`src/rtl/vt_command_handler_if.sv`:
```
// Byte-stream and screen-update bundle for the VT command handler.
// Carries the received-byte handshake (data/valid/ready, auto_wrap), the
// character-buffer write port, the cursor update port, the top-row address and bell.
interface vt_command_handler_if #(
  parameter int ROW_BITS  = 5,
  parameter int COL_BITS  = 7,
  parameter int ADDR_BITS = 11
);
  logic [7:0]           data;
  logic                 valid;
  logic                 ready;
  logic                 auto_wrap;
  logic [7:0]           char_out;
  logic [ADDR_BITS-1:0] char_addr;
  logic                 char_wen;
  logic [COL_BITS-1:0]  cursor_x;
  logic [ROW_BITS-1:0]  cursor_y;
  logic                 cursor_wen;
  logic [ADDR_BITS-1:0] first_char;
  logic                 first_char_wen;
  logic                 bell;

  // Byte source / screen consumer side.
  modport master (
    output data, valid, auto_wrap,
    input  ready, char_out, char_addr, char_wen, cursor_x, cursor_y, cursor_wen,
           first_char, first_char_wen, bell
  );

  // Command handler side.
  modport slave (
    input  data, valid, auto_wrap,
    output ready, char_out, char_addr, char_wen, cursor_x, cursor_y, cursor_wen,
           first_char, first_char_wen, bell
  );
endinterface

```
`src/rtl/vt_command_handler.sv`:
```
// VT52-style byte interpreter driving a circular character buffer, cursor and scroll origin.
// Latency: every effect of a byte accepted at an edge is registered and visible right after it.
// Backpressure: ready drops only while a multi-cycle erase streams spaces, one write per cycle.
// Ports: clk, clr (async, active-high); bus = slave side of vt_command_handler_if.
module vt_command_handler #(
  parameter int ROWS      = 24,
  parameter int COLS      = 80,
  parameter int TAB_WIDTH = 8,
  parameter int ROW_BITS  = 5,
  parameter int COL_BITS  = 7,
  parameter int ADDR_BITS = 11
) (
  input logic                 clk,
  input logic                 clr,
  vt_command_handler_if.slave bus
);

  localparam int SIZE = ROWS * COLS;
  localparam int AW1  = ADDR_BITS + 1;
  localparam logic [AW1-1:0]       SIZE_W = AW1'(SIZE);
  localparam logic [ADDR_BITS-1:0] COLS_A = ADDR_BITS'(COLS);
  localparam logic [ADDR_BITS-1:0] A_LAST = ADDR_BITS'(SIZE - 1);
  localparam logic [COL_BITS-1:0]  X_MAX  = COL_BITS'(COLS - 1);
  localparam logic [ROW_BITS-1:0]  Y_MAX  = ROW_BITS'(ROWS - 1);

  typedef enum logic [2:0] {S_CHAR, S_ESC, S_ROW, S_COL, S_ERASE} state_t;

  state_t               r_state;
  logic [COL_BITS-1:0]  r_cx;
  logic [ROW_BITS-1:0]  r_cy;
  logic [ROW_BITS-1:0]  r_row;
  logic [ADDR_BITS-1:0] r_first;
  logic [7:0]           r_char_out;
  logic [ADDR_BITS-1:0] r_char_addr;
  logic                 r_char_wen;
  logic                 r_cursor_wen;
  logic                 r_first_wen;
  logic                 r_bell;
  logic                 r_ready;
  logic [ADDR_BITS-1:0] r_erase_addr;
  logic [AW1-1:0]       r_erase_cnt;   // writes still to issue; 0 means leave ERASE

  // (a + b) mod SIZE for a, b < SIZE
  function automatic logic [ADDR_BITS-1:0] add_mod(input logic [ADDR_BITS-1:0] a,
                                                   input logic [ADDR_BITS-1:0] b);
    logic [AW1-1:0] s;
    s = {1'b0, a} + {1'b0, b};
    if (s >= SIZE_W) s = s - SIZE_W;
    return s[ADDR_BITS-1:0];
  endfunction

  // (a - b) mod SIZE for a, b < SIZE
  function automatic logic [ADDR_BITS-1:0] sub_mod(input logic [ADDR_BITS-1:0] a,
                                                   input logic [ADDR_BITS-1:0] b);
    logic [AW1-1:0] s;
    if (a >= b) s = {1'b0, a} - {1'b0, b};
    else        s = {1'b0, a} + SIZE_W - {1'b0, b};
    return s[ADDR_BITS-1:0];
  endfunction

  logic [ADDR_BITS-1:0] w_offset;    // cursor offset from the top-left cell
  logic [ADDR_BITS-1:0] w_cur_addr;
  logic [COL_BITS:0]    w_tab;
  logic [COL_BITS-1:0]  w_tab_x;
  logic                 w_print;
  logic                 w_do_lf;
  logic                 w_row_ok;
  logic                 w_col_ok;

  assign w_offset   = ADDR_BITS'(r_cy) * COLS_A + ADDR_BITS'(r_cx);
  assign w_cur_addr = add_mod(r_first, w_offset);
  // Next tab stop: round x up past the current stop, then clamp to the last column.
  assign w_tab      = {1'b0, r_cx | COL_BITS'(TAB_WIDTH - 1)} + (COL_BITS + 1)'(1);
  assign w_tab_x    = (w_tab > {1'b0, X_MAX}) ? X_MAX : w_tab[COL_BITS-1:0];
  assign w_print    = (bus.data >= 8'h20) && (bus.data <= 8'h7E);
  assign w_row_ok   = (bus.data >= 8'h20) && (bus.data < 8'(32 + ROWS));
  assign w_col_ok   = (bus.data >= 8'h20) && (bus.data < 8'(32 + COLS));
  // Linefeed comes from LF itself or from a printable wrapping off the last column.
  assign w_do_lf    = (r_state == S_CHAR) && bus.valid &&
                      ((bus.data == 8'h0A) || (w_print && (r_cx == X_MAX) && bus.auto_wrap));

  always_ff @(posedge clk or posedge clr) begin
    if (clr) begin
      r_state      <= S_CHAR;
      r_cx         <= '0;
      r_cy         <= '0;
      r_row        <= '0;
      r_first      <= '0;
      r_char_out   <= '0;
      r_char_addr  <= '0;
      r_char_wen   <= 1'b0;
      r_cursor_wen <= 1'b0;
      r_first_wen  <= 1'b0;
      r_bell       <= 1'b0;
      r_ready      <= 1'b1;
      r_erase_addr <= '0;
      r_erase_cnt  <= '0;
    end else begin
      r_char_wen   <= 1'b0;
      r_cursor_wen <= 1'b0;
      r_first_wen  <= 1'b0;
      r_bell       <= 1'b0;
      case (r_state)
        S_CHAR: if (bus.valid) begin
          if (w_print) begin
            r_char_wen  <= 1'b1;
            r_char_addr <= w_cur_addr;
            r_char_out  <= bus.data;
            if (r_cx != X_MAX) begin
              r_cx <= r_cx + COL_BITS'(1); r_cursor_wen <= 1'b1;
            end else if (bus.auto_wrap) begin
              r_cx <= '0; r_cursor_wen <= 1'b1;
            end
          end else begin
            case (bus.data)
              8'h08: if (r_cx != '0) begin r_cx <= r_cx - COL_BITS'(1); r_cursor_wen <= 1'b1; end
              8'h0D: if (r_cx != '0) begin r_cx <= '0; r_cursor_wen <= 1'b1; end
              8'h09: if (r_cx != X_MAX) begin r_cx <= w_tab_x; r_cursor_wen <= 1'b1; end
              8'h07: r_bell <= 1'b1;
              8'h1B: r_state <= S_ESC;
              default: ;
            endcase
          end
          if (w_do_lf) begin
            if (r_cy != Y_MAX) begin
              r_cy <= r_cy + ROW_BITS'(1); r_cursor_wen <= 1'b1;
            end else begin
              // Scroll: the old top row becomes the new bottom row and is blanked.
              r_first      <= add_mod(r_first, COLS_A);
              r_first_wen  <= 1'b1;
              r_erase_addr <= r_first;
              r_erase_cnt  <= AW1'(COLS);
              r_ready      <= 1'b0;
              r_state      <= S_ERASE;
            end
          end
        end
        S_ESC: if (bus.valid) begin
          r_state <= S_CHAR;
          case (bus.data)
            8'h41: if (r_cy != '0) begin r_cy <= r_cy - ROW_BITS'(1); r_cursor_wen <= 1'b1; end
            8'h42: if (r_cy != Y_MAX) begin r_cy <= r_cy + ROW_BITS'(1); r_cursor_wen <= 1'b1; end
            8'h43: if (r_cx != X_MAX) begin r_cx <= r_cx + COL_BITS'(1); r_cursor_wen <= 1'b1; end
            8'h44: if (r_cx != '0) begin r_cx <= r_cx - COL_BITS'(1); r_cursor_wen <= 1'b1; end
            8'h48: begin r_cx <= '0; r_cy <= '0; r_cursor_wen <= 1'b1; end
            8'h49: if (r_cy != '0) begin
              r_cy <= r_cy - ROW_BITS'(1); r_cursor_wen <= 1'b1;
            end else begin
              // Reverse scroll: a fresh blank row appears above the old top.
              r_first      <= sub_mod(r_first, COLS_A);
              r_first_wen  <= 1'b1;
              r_erase_addr <= sub_mod(r_first, COLS_A);
              r_erase_cnt  <= AW1'(COLS);
              r_ready      <= 1'b0;
              r_state      <= S_ERASE;
            end
            8'h4B: begin
              r_erase_addr <= w_cur_addr;
              r_erase_cnt  <= AW1'(COLS) - AW1'(r_cx);
              r_ready      <= 1'b0;
              r_state      <= S_ERASE;
            end
            8'h4A: begin
              r_erase_addr <= w_cur_addr;
              r_erase_cnt  <= SIZE_W - {1'b0, w_offset};
              r_ready      <= 1'b0;
              r_state      <= S_ERASE;
            end
            8'h45: begin
              r_cx         <= '0;
              r_cy         <= '0;
              r_cursor_wen <= 1'b1;
              r_erase_addr <= r_first;
              r_erase_cnt  <= SIZE_W;
              r_ready      <= 1'b0;
              r_state      <= S_ERASE;
            end
            8'h59: r_state <= S_ROW;
            8'h1B: r_state <= S_ESC;
            default: ;
          endcase
        end
        S_ROW: if (bus.valid) begin
          r_row   <= w_row_ok ? ROW_BITS'(bus.data - 8'h20) : r_cy;
          r_state <= S_COL;
        end
        S_COL: if (bus.valid) begin
          r_cx         <= w_col_ok ? COL_BITS'(bus.data - 8'h20) : X_MAX;
          r_cy         <= r_row;
          r_cursor_wen <= 1'b1;
          r_state      <= S_CHAR;
        end
        S_ERASE: begin
          if (r_erase_cnt != '0) begin
            r_char_wen   <= 1'b1;
            r_char_out   <= 8'h20;
            r_char_addr  <= r_erase_addr;
            r_erase_addr <= (r_erase_addr == A_LAST) ? '0 : r_erase_addr + ADDR_BITS'(1);
            r_erase_cnt  <= r_erase_cnt - AW1'(1);
          end else begin
            r_state <= S_CHAR;
            r_ready <= 1'b1;
          end
        end
        default: r_state <= S_CHAR;
      endcase
    end
  end

  assign bus.ready          = r_ready;
  assign bus.char_out       = r_char_out;
  assign bus.char_addr      = r_char_addr;
  assign bus.char_wen       = r_char_wen;
  assign bus.cursor_x       = r_cx;
  assign bus.cursor_y       = r_cy;
  assign bus.cursor_wen     = r_cursor_wen;
  assign bus.first_char     = r_first;
  assign bus.first_char_wen = r_first_wen;
  assign bus.bell           = r_bell;

endmodule

```
`src/flat_wrapper.sv`:
```
// flat-port wrapper written by rule: the top's interface ports become plain ports
module vt_command_handler_flat 
#(
  parameter int ROWS      = 24,
  parameter int COLS      = 80,
  parameter int TAB_WIDTH = 8,
  parameter int ROW_BITS  = 5,
  parameter int COL_BITS  = 7,
  parameter int ADDR_BITS = 11
)
  (clk, clr, bus_data, bus_valid, bus_auto_wrap, bus_ready, bus_char_out, bus_char_addr, bus_char_wen, bus_cursor_x, bus_cursor_y, bus_cursor_wen, bus_first_char, bus_first_char_wen, bus_bell);
  vt_command_handler_if #(.ROW_BITS(ROW_BITS), .COL_BITS(COL_BITS), .ADDR_BITS(ADDR_BITS)) bus_i ();
  input logic clk;
  input logic clr;
  input wire logic [$bits(bus_i.data)-1:0] bus_data;
  input wire logic [$bits(bus_i.valid)-1:0] bus_valid;
  input wire logic [$bits(bus_i.auto_wrap)-1:0] bus_auto_wrap;
  output wire logic [$bits(bus_i.ready)-1:0] bus_ready;
  output wire logic [$bits(bus_i.char_out)-1:0] bus_char_out;
  output wire logic [$bits(bus_i.char_addr)-1:0] bus_char_addr;
  output wire logic [$bits(bus_i.char_wen)-1:0] bus_char_wen;
  output wire logic [$bits(bus_i.cursor_x)-1:0] bus_cursor_x;
  output wire logic [$bits(bus_i.cursor_y)-1:0] bus_cursor_y;
  output wire logic [$bits(bus_i.cursor_wen)-1:0] bus_cursor_wen;
  output wire logic [$bits(bus_i.first_char)-1:0] bus_first_char;
  output wire logic [$bits(bus_i.first_char_wen)-1:0] bus_first_char_wen;
  output wire logic [$bits(bus_i.bell)-1:0] bus_bell;
  assign bus_i.data = bus_data;
  assign bus_i.valid = bus_valid;
  assign bus_i.auto_wrap = bus_auto_wrap;
  assign bus_ready = bus_i.ready;
  assign bus_char_out = bus_i.char_out;
  assign bus_char_addr = bus_i.char_addr;
  assign bus_char_wen = bus_i.char_wen;
  assign bus_cursor_x = bus_i.cursor_x;
  assign bus_cursor_y = bus_i.cursor_y;
  assign bus_cursor_wen = bus_i.cursor_wen;
  assign bus_first_char = bus_i.first_char;
  assign bus_first_char_wen = bus_i.first_char_wen;
  assign bus_bell = bus_i.bell;
  vt_command_handler #(.ROWS(ROWS), .COLS(COLS), .TAB_WIDTH(TAB_WIDTH), .ROW_BITS(ROW_BITS), .COL_BITS(COL_BITS), .ADDR_BITS(ADDR_BITS)) u_core (.clk(clk), .clr(clr), .bus(bus_i));
endmodule
```
`config.mk`:
```
export PLATFORM = sky130hd
export DESIGN_NAME = vt_command_handler_flat
export DESIGN_NICKNAME = d
export VERILOG_FILES = /design/src/rtl/vt_command_handler_if.sv /design/src/rtl/vt_command_handler.sv /design/src/flat_wrapper.sv
export SDC_FILE = /design/constraint.sdc
export NUM_CORES = 1
export LEC_CHECK = 0
export CELL_PAD_IN_SITES_DETAIL_PLACEMENT = 1
export CELL_PAD_IN_SITES_GLOBAL_PLACEMENT = 2
export CORE_MARGIN = 2
export CORE_UTILIZATION = 38
export DETAILED_ROUTE_END_ITERATION = 6
export GPL_TIMING_DRIVEN = 1
export PLACE_DENSITY = 0.95
export REMOVE_ABC_BUFFERS = 1
export SLEW_MARGIN = 20
export SYNTH_ARGS = -nofsm -noshare
export SYNTH_HDL_FRONTEND = slang
export SYNTH_SLANG_ARGS = --single-unit
```
`constraint.sdc`:
```
create_clock -name clk -period 7.7 [get_ports clk]
set_input_delay 1.54 -clock clk [delete_from_list [all_inputs] [get_ports clk]]
set_output_delay 1.54 -clock clk [all_outputs]
set_load 0.1 [all_outputs]
```
==> flow_metrics.tcl, run 1 <==
set metrics [dict create \
    status "complete, no violations" \
    start_kind "input port" \
    min_path_type "register to register" \
    max_cap_viol_count 0 \
    ant_nets 0 \
    synth_seq_cells 74 \
    fin_setup_tns_ps 0 \
    dr_total_vias 6907 \
    synth_area_per_cell_um2 7.81 \
    cp-end-kind "register" \
    grt_pass1_wl_mm 38.3 \
    peakVddDrop_uv 421 \
    post-place-ws_ps 2230 \
    rsz0062_at_grt "no" \
    fin_nets 933 \
    worstPathCellList "clkdlybuf4s50_1 -> nor4b_2 -> a211oi_1 -> nor2_1 -> nand2_1 -> and2_1 -> inv_2 -> o311ai_0 -> o21a_1" \
    holdPathStages 1 \
    cts_tree "yes" \
    top_level_ports 59 \
    h-tree-depth 3 \
    timing.final.ws_setup_ps 2560 \
    synth_ff_type "dfrtp_1" \
    area_growth_pct 13.2 \
    cpPeakStageDelay_ps 800 \
    drt-wirelength-per-cell_um 21.3 \
    ctsHoldBuffers 0 \
    cts_buffers 9 \
    gp_congestion 0.909 \
    async_flop_share_pct 100 \
    grt_pass1_vias 6945 \
    synth_compound_area_share_pct 28.6 \
    final-setup-viol-count 0 \
    maxClockFrequency_ghz 0.195 \
    design.die.area_um2 19000 \
    power.internal_uw 1180 \
    synth_cell_type_count 90 \
    num_rows 48 \
    p_leak_uw 0.00301 \
    min_period_over_period_pct 66.7 \
    cts_root_buf "clkbuf_16" \
    p_clk_share_pct 15.7 \
    antenna_cells 0 \
    seqPwrFrac_pct 23.8 \
    clock_latency_ps 350 \
    slew_viol_final 0 \
    synth_edf_count 0 \
    cts_setup_buffers 0 \
    synthXorXnorAreaFrac_pct 5.67 \
    cp.required_ps 7940 \
    die_x_um 138 \
    tightest_slew_ps 1000 \
    r2r_cells 15 \
    post_cts_resized 0 \
    path_depth 9 \
    start_util_pct 39.0 \
    critical_path_arrival_ps 5380 \
    cts_buffer_depth 2 \
    comb_power_share_pct 60.5 \
    drtPass1Iterations 5 \
    vias_per_cell 6.18 \
    wl_mm 23.8 \
    finalHoldViolCount 0 \
    synth_top_family_by_area "compound AO/OA/AOI/OAI gates" \
    worstSetupPathType "input port to register" \
    finalClockSkew_ps 13.5 \
    final_core_util_pct 44.1 \
    design.core.area_um2 17400 \
    drt-initial-drc-count 507 \
    cp_top_family "simple AND/OR/NAND/NOR gates" \
    worst-path-buf-inv 2 \
    switching_power_uw 1410 \
    drc 0 \
    grt_usage_pct 26.2 \
    die_height_um 138 \
    yosysWarnings 0 \
    grt_max_degree 75 \
    synth-simple-area-share_pct 24.2 \
    powerDensity_nw_per_um2 337 \
    cts_num_sinks 74 \
    period_needed_ps 5140 \
    cpMaxStageDelayCell "clkdlybuf4s50_1" \
    grt_antenna_before_repair 0 \
    synth_mux_area_share_pct 0.939 \
    final_cells 1117 \
    clk_pin_slew_ps 60 \
    ys_seq_area_share_pct 27.3 \
    netlist_area_um2 6790 \
    crit_path_max_fanout 19 \
    hpwl_mm 17.4 \
    placement.io_buffers 54 \
    drive_above_1_share_pct 5.72 \
    placedCellCount 1101 \
    swShare_pct 54.6 \
    relSlewSlack_pct 33.0 \
    grt_remaining_overflow 0 \
    syn_inst 870 \
    synthAdderAreaFrac_pct 6.59 \
]
-- stage by stage --
step	power, uW	cell area [um^2]	hold WS (ps)
after floorplan	1740	6510	449
after global placement	2150	7420	461
after detailed placement	2180	7420	474
after CTS	2590	7690	488
after global routing	2750	7690	526
final	2590	7690	482
-- cells in the mapped netlist (all sizes together), types with 5 or more instances --
cell | number | area share, %
xor2 | 14 | 1.8
nor4 | 13 | 1.7
o22ai | 8 | 0.74
a21oi | 50 | 3.7
nor4b | 5 | 1.0
buf | 28 | 2.4
o221ai | 6 | 0.77
o211ai | 9 | 0.99
a21o | 10 | 1.1
nor3b | 6 | 0.66
inv | 40 | 2.2
a221oi | 13 | 1.7
dfrtp | 73 | 27
nand2b | 11 | 1.0
o21ai | 90 | 6.7
xnor2 | 30 | 3.9
o21a | 7 | 0.79
clkbuf | 33 | 1.8
nor2b | 15 | 1.4
nor2 | 76 | 4.2
a22o | 7 | 0.90
or2 | 5 | 0.46
nor3 | 35 | 2.7
a31oi | 16 | 1.5
nand4 | 8 | 0.74
nand3 | 39 | 2.9
a211oi | 22 | 2.6
nand2 | 73 | 4.0
and3 | 13 | 1.2
ha | 31 | 5.7
-- layer usage --
layer	vias to the layer above	global-route usage [%]	routed length, um
met4	0	9.41	621
met1	3406	35.7	11100
met3	36	3.86	1040
met2	213	42.2	11000
met5	-	0	0
li1	3252	-	-
-- cells in the final DEF, fill, tap and decap left out, drive strengths merged, types with 4 or more instances in the layout --
cell,instances
o22ai,8
and3,13
o221ai,6
o32ai,4
xor2,14
nor2,76
a21oi,50
clkdlybuf4s50,54
o21a,7
inv,40
dfrtp,73
a32o,4
o41ai,4
a21o,10
a22o,7
o21ai,90
nand3,39
ha,31
or2,5
clkinv,6
a221oi,13
conb,4
nor4,13
a211oi,22
nor3b,6
nand2b,11
nand4,8
nor2b,15
xnor2,30
nand2,73
buf,10
o211ai,9
clkbuf,11
nor4b,5
nor3,35
a31oi,16
-- kinds of logic after synthesis --
logic type               after synthesis
adder cells (fa/ha/maj)               34
XOR/XNOR                              44
AO/OA/AOI/OAI                        291
multiplexers                           5
AND/OR/NAND/NOR                      318
buffers and inverters                103
flip-flops                            74
other                                  1
-- sequential cells by signal (all words and copies together), names as in the netlist --
signal                     flops
u_core.bus.cursor_wen          1
u_core.bus.ready               1
u_core.bus.cursor_y            5
u_core.bus.cursor_x            7
u_core.bus.char_wen            1
u_core.r_erase_addr           11
u_core.r_state                 3
u_core.bus.char_addr          11
u_core.bus.bell                1
u_core.r_erase_cnt            12
u_core.bus.char_out            8
u_core.bus.first_char_wen      1
u_core.bus.first_char          7
u_core.r_row                   5
-- final timing paths --
| path | start | to | slack [ps] |
|---|---|---|---|
| max reg2reg | u_core.bus.cursor_y[1] | u_core.r_erase_addr[9] | 2750 |
| min | u_core.bus.char_addr[5] | u_core.bus.char_addr[5] | 480 |
| min in group asynchronous | clr | u_core.bus.first_char[9] | 1830 |
| max | bus_data[1] | u_core.bus.char_addr[8] | 2560 |
| max in group asynchronous | clr | u_core.r_erase_addr[4] | 5220 |
| min reg2reg | u_core.bus.char_addr[5] | u_core.bus.char_addr[5] | 480 |
-- area by class of cell --
cell class / instances / area (um^2)
clock inverter: 5 / 38.8
multi-input combinational: 696 / 4510
fill: 2143 / 9730
sequential: 74 / 1850
tap: 225 / 282
timing repair buffer: 64 / 616
clock buffer: 11 / 233
inverter: 42 / 160
-- power by group through the flow --
| stage | registers [uW] | logic (uW) | clock network [uW] |
|---|---|---|---|
| final | 615 | 1570 | 407 |
| after global routing | 632 | 1690 | 428 |
| after CTS | 616 | 1560 | 414 |
| after detailed placement | 622 | 1550 | 0 |
| after global placement | 620 | 1530 | 0 |
| after floorplan | 1020 | 725 | 0 |
(Power assumes the default switching activity.)
==> run 2: changes to the inputs <==
--- a/config.mk
+++ b/config.mk
@@ -8,10 +8,10 @@
 export CELL_PAD_IN_SITES_DETAIL_PLACEMENT = 1
 export CELL_PAD_IN_SITES_GLOBAL_PLACEMENT = 2
 export CORE_MARGIN = 2
-export CORE_UTILIZATION = 38
+export CORE_UTILIZATION = 32
 export DETAILED_ROUTE_END_ITERATION = 6
 export GPL_TIMING_DRIVEN = 1
-export PLACE_DENSITY = 0.95
+export PLACE_DENSITY = 0.89
 export REMOVE_ABC_BUFFERS = 1
 export SLEW_MARGIN = 20
 export SYNTH_ARGS = -nofsm -noshare
==> constraint.sdc (replaced) <==
create_clock -name clk -period 4.44 [get_ports clk]
set_input_delay 0.888 -clock clk [delete_from_list [all_inputs] [get_ports clk]]
set_output_delay 0.888 -clock clk [all_outputs]
set_load 0.1 [all_outputs]
==> run 2 against run 1 <==
Die area grew 18%. Via count grew 3.0%. Clock-buffer cell count shrank 2.
==> flow_metrics.tcl, run 2 (synthesis gave the netlist of run 1 again) <==
set metrics [dict create \
    status "complete, no violations" \
    clk_pin_slew_ps 70 \
    clock_latency_ps 360 \
    max_flop_register "u_core.r_erase_cnt" \
    grt_max_degree 28 \
    dr_total_vias 7114 \
    tightest_slew_ps 1120 \
    cts_buffer_depth 2 \
    final_common_cell "o21ai_0" \
    worstSetupPathType "register to register" \
    cts_num_sinks 74 \
    finalHoldViolCount 0 \
    num_rows 53 \
    period_needed_ps 4230 \
    ant_nets 0 \
    final_core_util_pct 38.9 \
    drc 0 \
    start_kind "register" \
    fin_nets 973 \
    final-setup-viol-count 0 \
    p_leak_uw 0.00324 \
    largest_reg_flops 12 \
    wl_mm 25.7 \
    multi_input_area_um2 4580 \
    min_path_type "register to register" \
    drt-initial-drc-count 414 \
    design.core.area_um2 21000 \
    die_x_um 150 \
    top_level_ports 59 \
    powerDensity_nw_per_um2 578 \
    cp.required_ps 4690 \
    routed-wl-met3_mm 1.21 \
    h-tree-depth 3 \
    placement.io_buffers 54 \
    grt_pass1_wl_mm 40.6 \
    grt_antenna_before_repair 0 \
    cts_buffers 9 \
    cts_root_buf "clkbuf_16" \
    wl_met1_mm 11.6 \
    drive_above_1_share_pct 10.9 \
    highest_layer "met4" \
    drt-wirelength-per-cell_um 21.3 \
    die_height_um 150 \
    grt_pass1_vias 7306 \
    maxClockFrequency_ghz 0.236 \
    start_util_pct 32.4 \
    relSlewSlack_pct 25.1 \
    design.die.area_um2 22400 \
    grt_remaining_overflow 0 \
    fillers 2582 \
    slew_viol_final 0 \
    gp_congestion 0.916 \
    whs_ps 478 \
    wl_met2_mm 11.8 \
    peakVddDrop_uv 345 \
    vias_per_cell 5.89 \
    power_uw 4710 \
    drtPass1Iterations 5 \
    max_cap_viol_count 0 \
    min_period_over_period_pct 95.3 \
    cp-end-kind "register" \
    critical_path_arrival_ps 4480 \
    finalClockSkew_ps 9.46 \
    crit_path_max_fanout 6 \
    antenna_cells 0 \
    hpwl_mm 18.8 \
    seq_area_um2 1850 \
    area_growth_pct 20.0 \
    grt_usage_pct 23.2 \
    cts_tree "yes" \
    final_cell_mix "78 x o21ai_0, 76 x nor2_1, 73 x nand2_1, 73 x dfrtp_1, 54 x clkdlybuf4s50_1" \
]
[run 2: routing by layer]
metal / global-route usage [%] / vias to the layer above
li1: - / 3325
met1: 30.9 / 3543
met2: 37.3 / 188
met3: 3.66 / 58
met4: 10.1 / 0
met5: 0 / -
[run 2: final timing paths]
path                                         start                   endpoint  slack (ps)  cells after the start
setup reg to reg            u_core.bus.cursor_y[1]     u_core.r_erase_addr[9]         210                     15
min in group asynchronous                      clr  u_core.bus.first_char_wen         870                      2
hold reg to reg            u_core.bus.char_addr[5]    u_core.bus.char_addr[5]         480                      1
hold / removal             u_core.bus.char_addr[5]    u_core.bus.char_addr[5]         480                      1
max in group asynchronous                      clr     u_core.r_erase_addr[4]        2810                      3
setup / recovery            u_core.bus.cursor_y[1]     u_core.r_erase_addr[9]         210                     15
[run 2: critical path, cell delays in order (launching register included)]
cell	delay (ps)
dfrtp_1	380
ha_1	320
ha_1	200
fa_1	410
xnor2_2	200
nor3b_2	220
xor2_1	240
xnor2_2	160
ha_4	350
nor3b_2	170
a311o_1	210
a311oi_4	70
nor4b_2	390
o21ai_2	120
o41a_1	420
a32o_1	260
[run 2: per-stage QoR]
step | setup TNS [ps] | area, um^2 | instances | setup WS (ps)
4_1_cts | 0 | 8100 | 1206 | 89.2
3_5_place_dp | 0 | 7770 | 1190 | 33.0
3_3_place_gp | 0 | 7770 | 1190 | 214
2_1_floorplan | -1510 | 6510 | 812 | -357
6_report | 0 | 8150 | 1207 | 208
5_1_grt | -56.8 | 8150 | 1207 | -26.7
[run 2: cell type report]
| class | instances | area share [%] |
|---|---|---|
| Multi-Input combinational cell | 696 | 56.1 |
| Sequential cell | 74 | 22.7 |
| Clock buffer | 9 | 2.76 |
| Tap cell | 275 | 4.22 |
| Clock inverter | 7 | 0.951 |
| Inverter | 42 | 1.96 |
| Timing Repair Buffer | 104 | 11.2 |
[run 2: what timing repair did]
| action | 4_1_cts | 5_1_grt |
|---|---|---|
| setup endpoints to repair | 5 | 5 |
| endpoints found under the hold margin | 0 | 0 |
| pin swaps | 0 | 2 |
| buffers inserted | 0 | 1 |
| resized for setup | 3 | 8 |
| hold buffers | 0 | 0 |
[run 2: power breakdown]
group | internal, uW | switching, uW
sequential | 815 | 186
combinational | 933 | 1990
clock | 440 | 352
total | 2190 | 2530
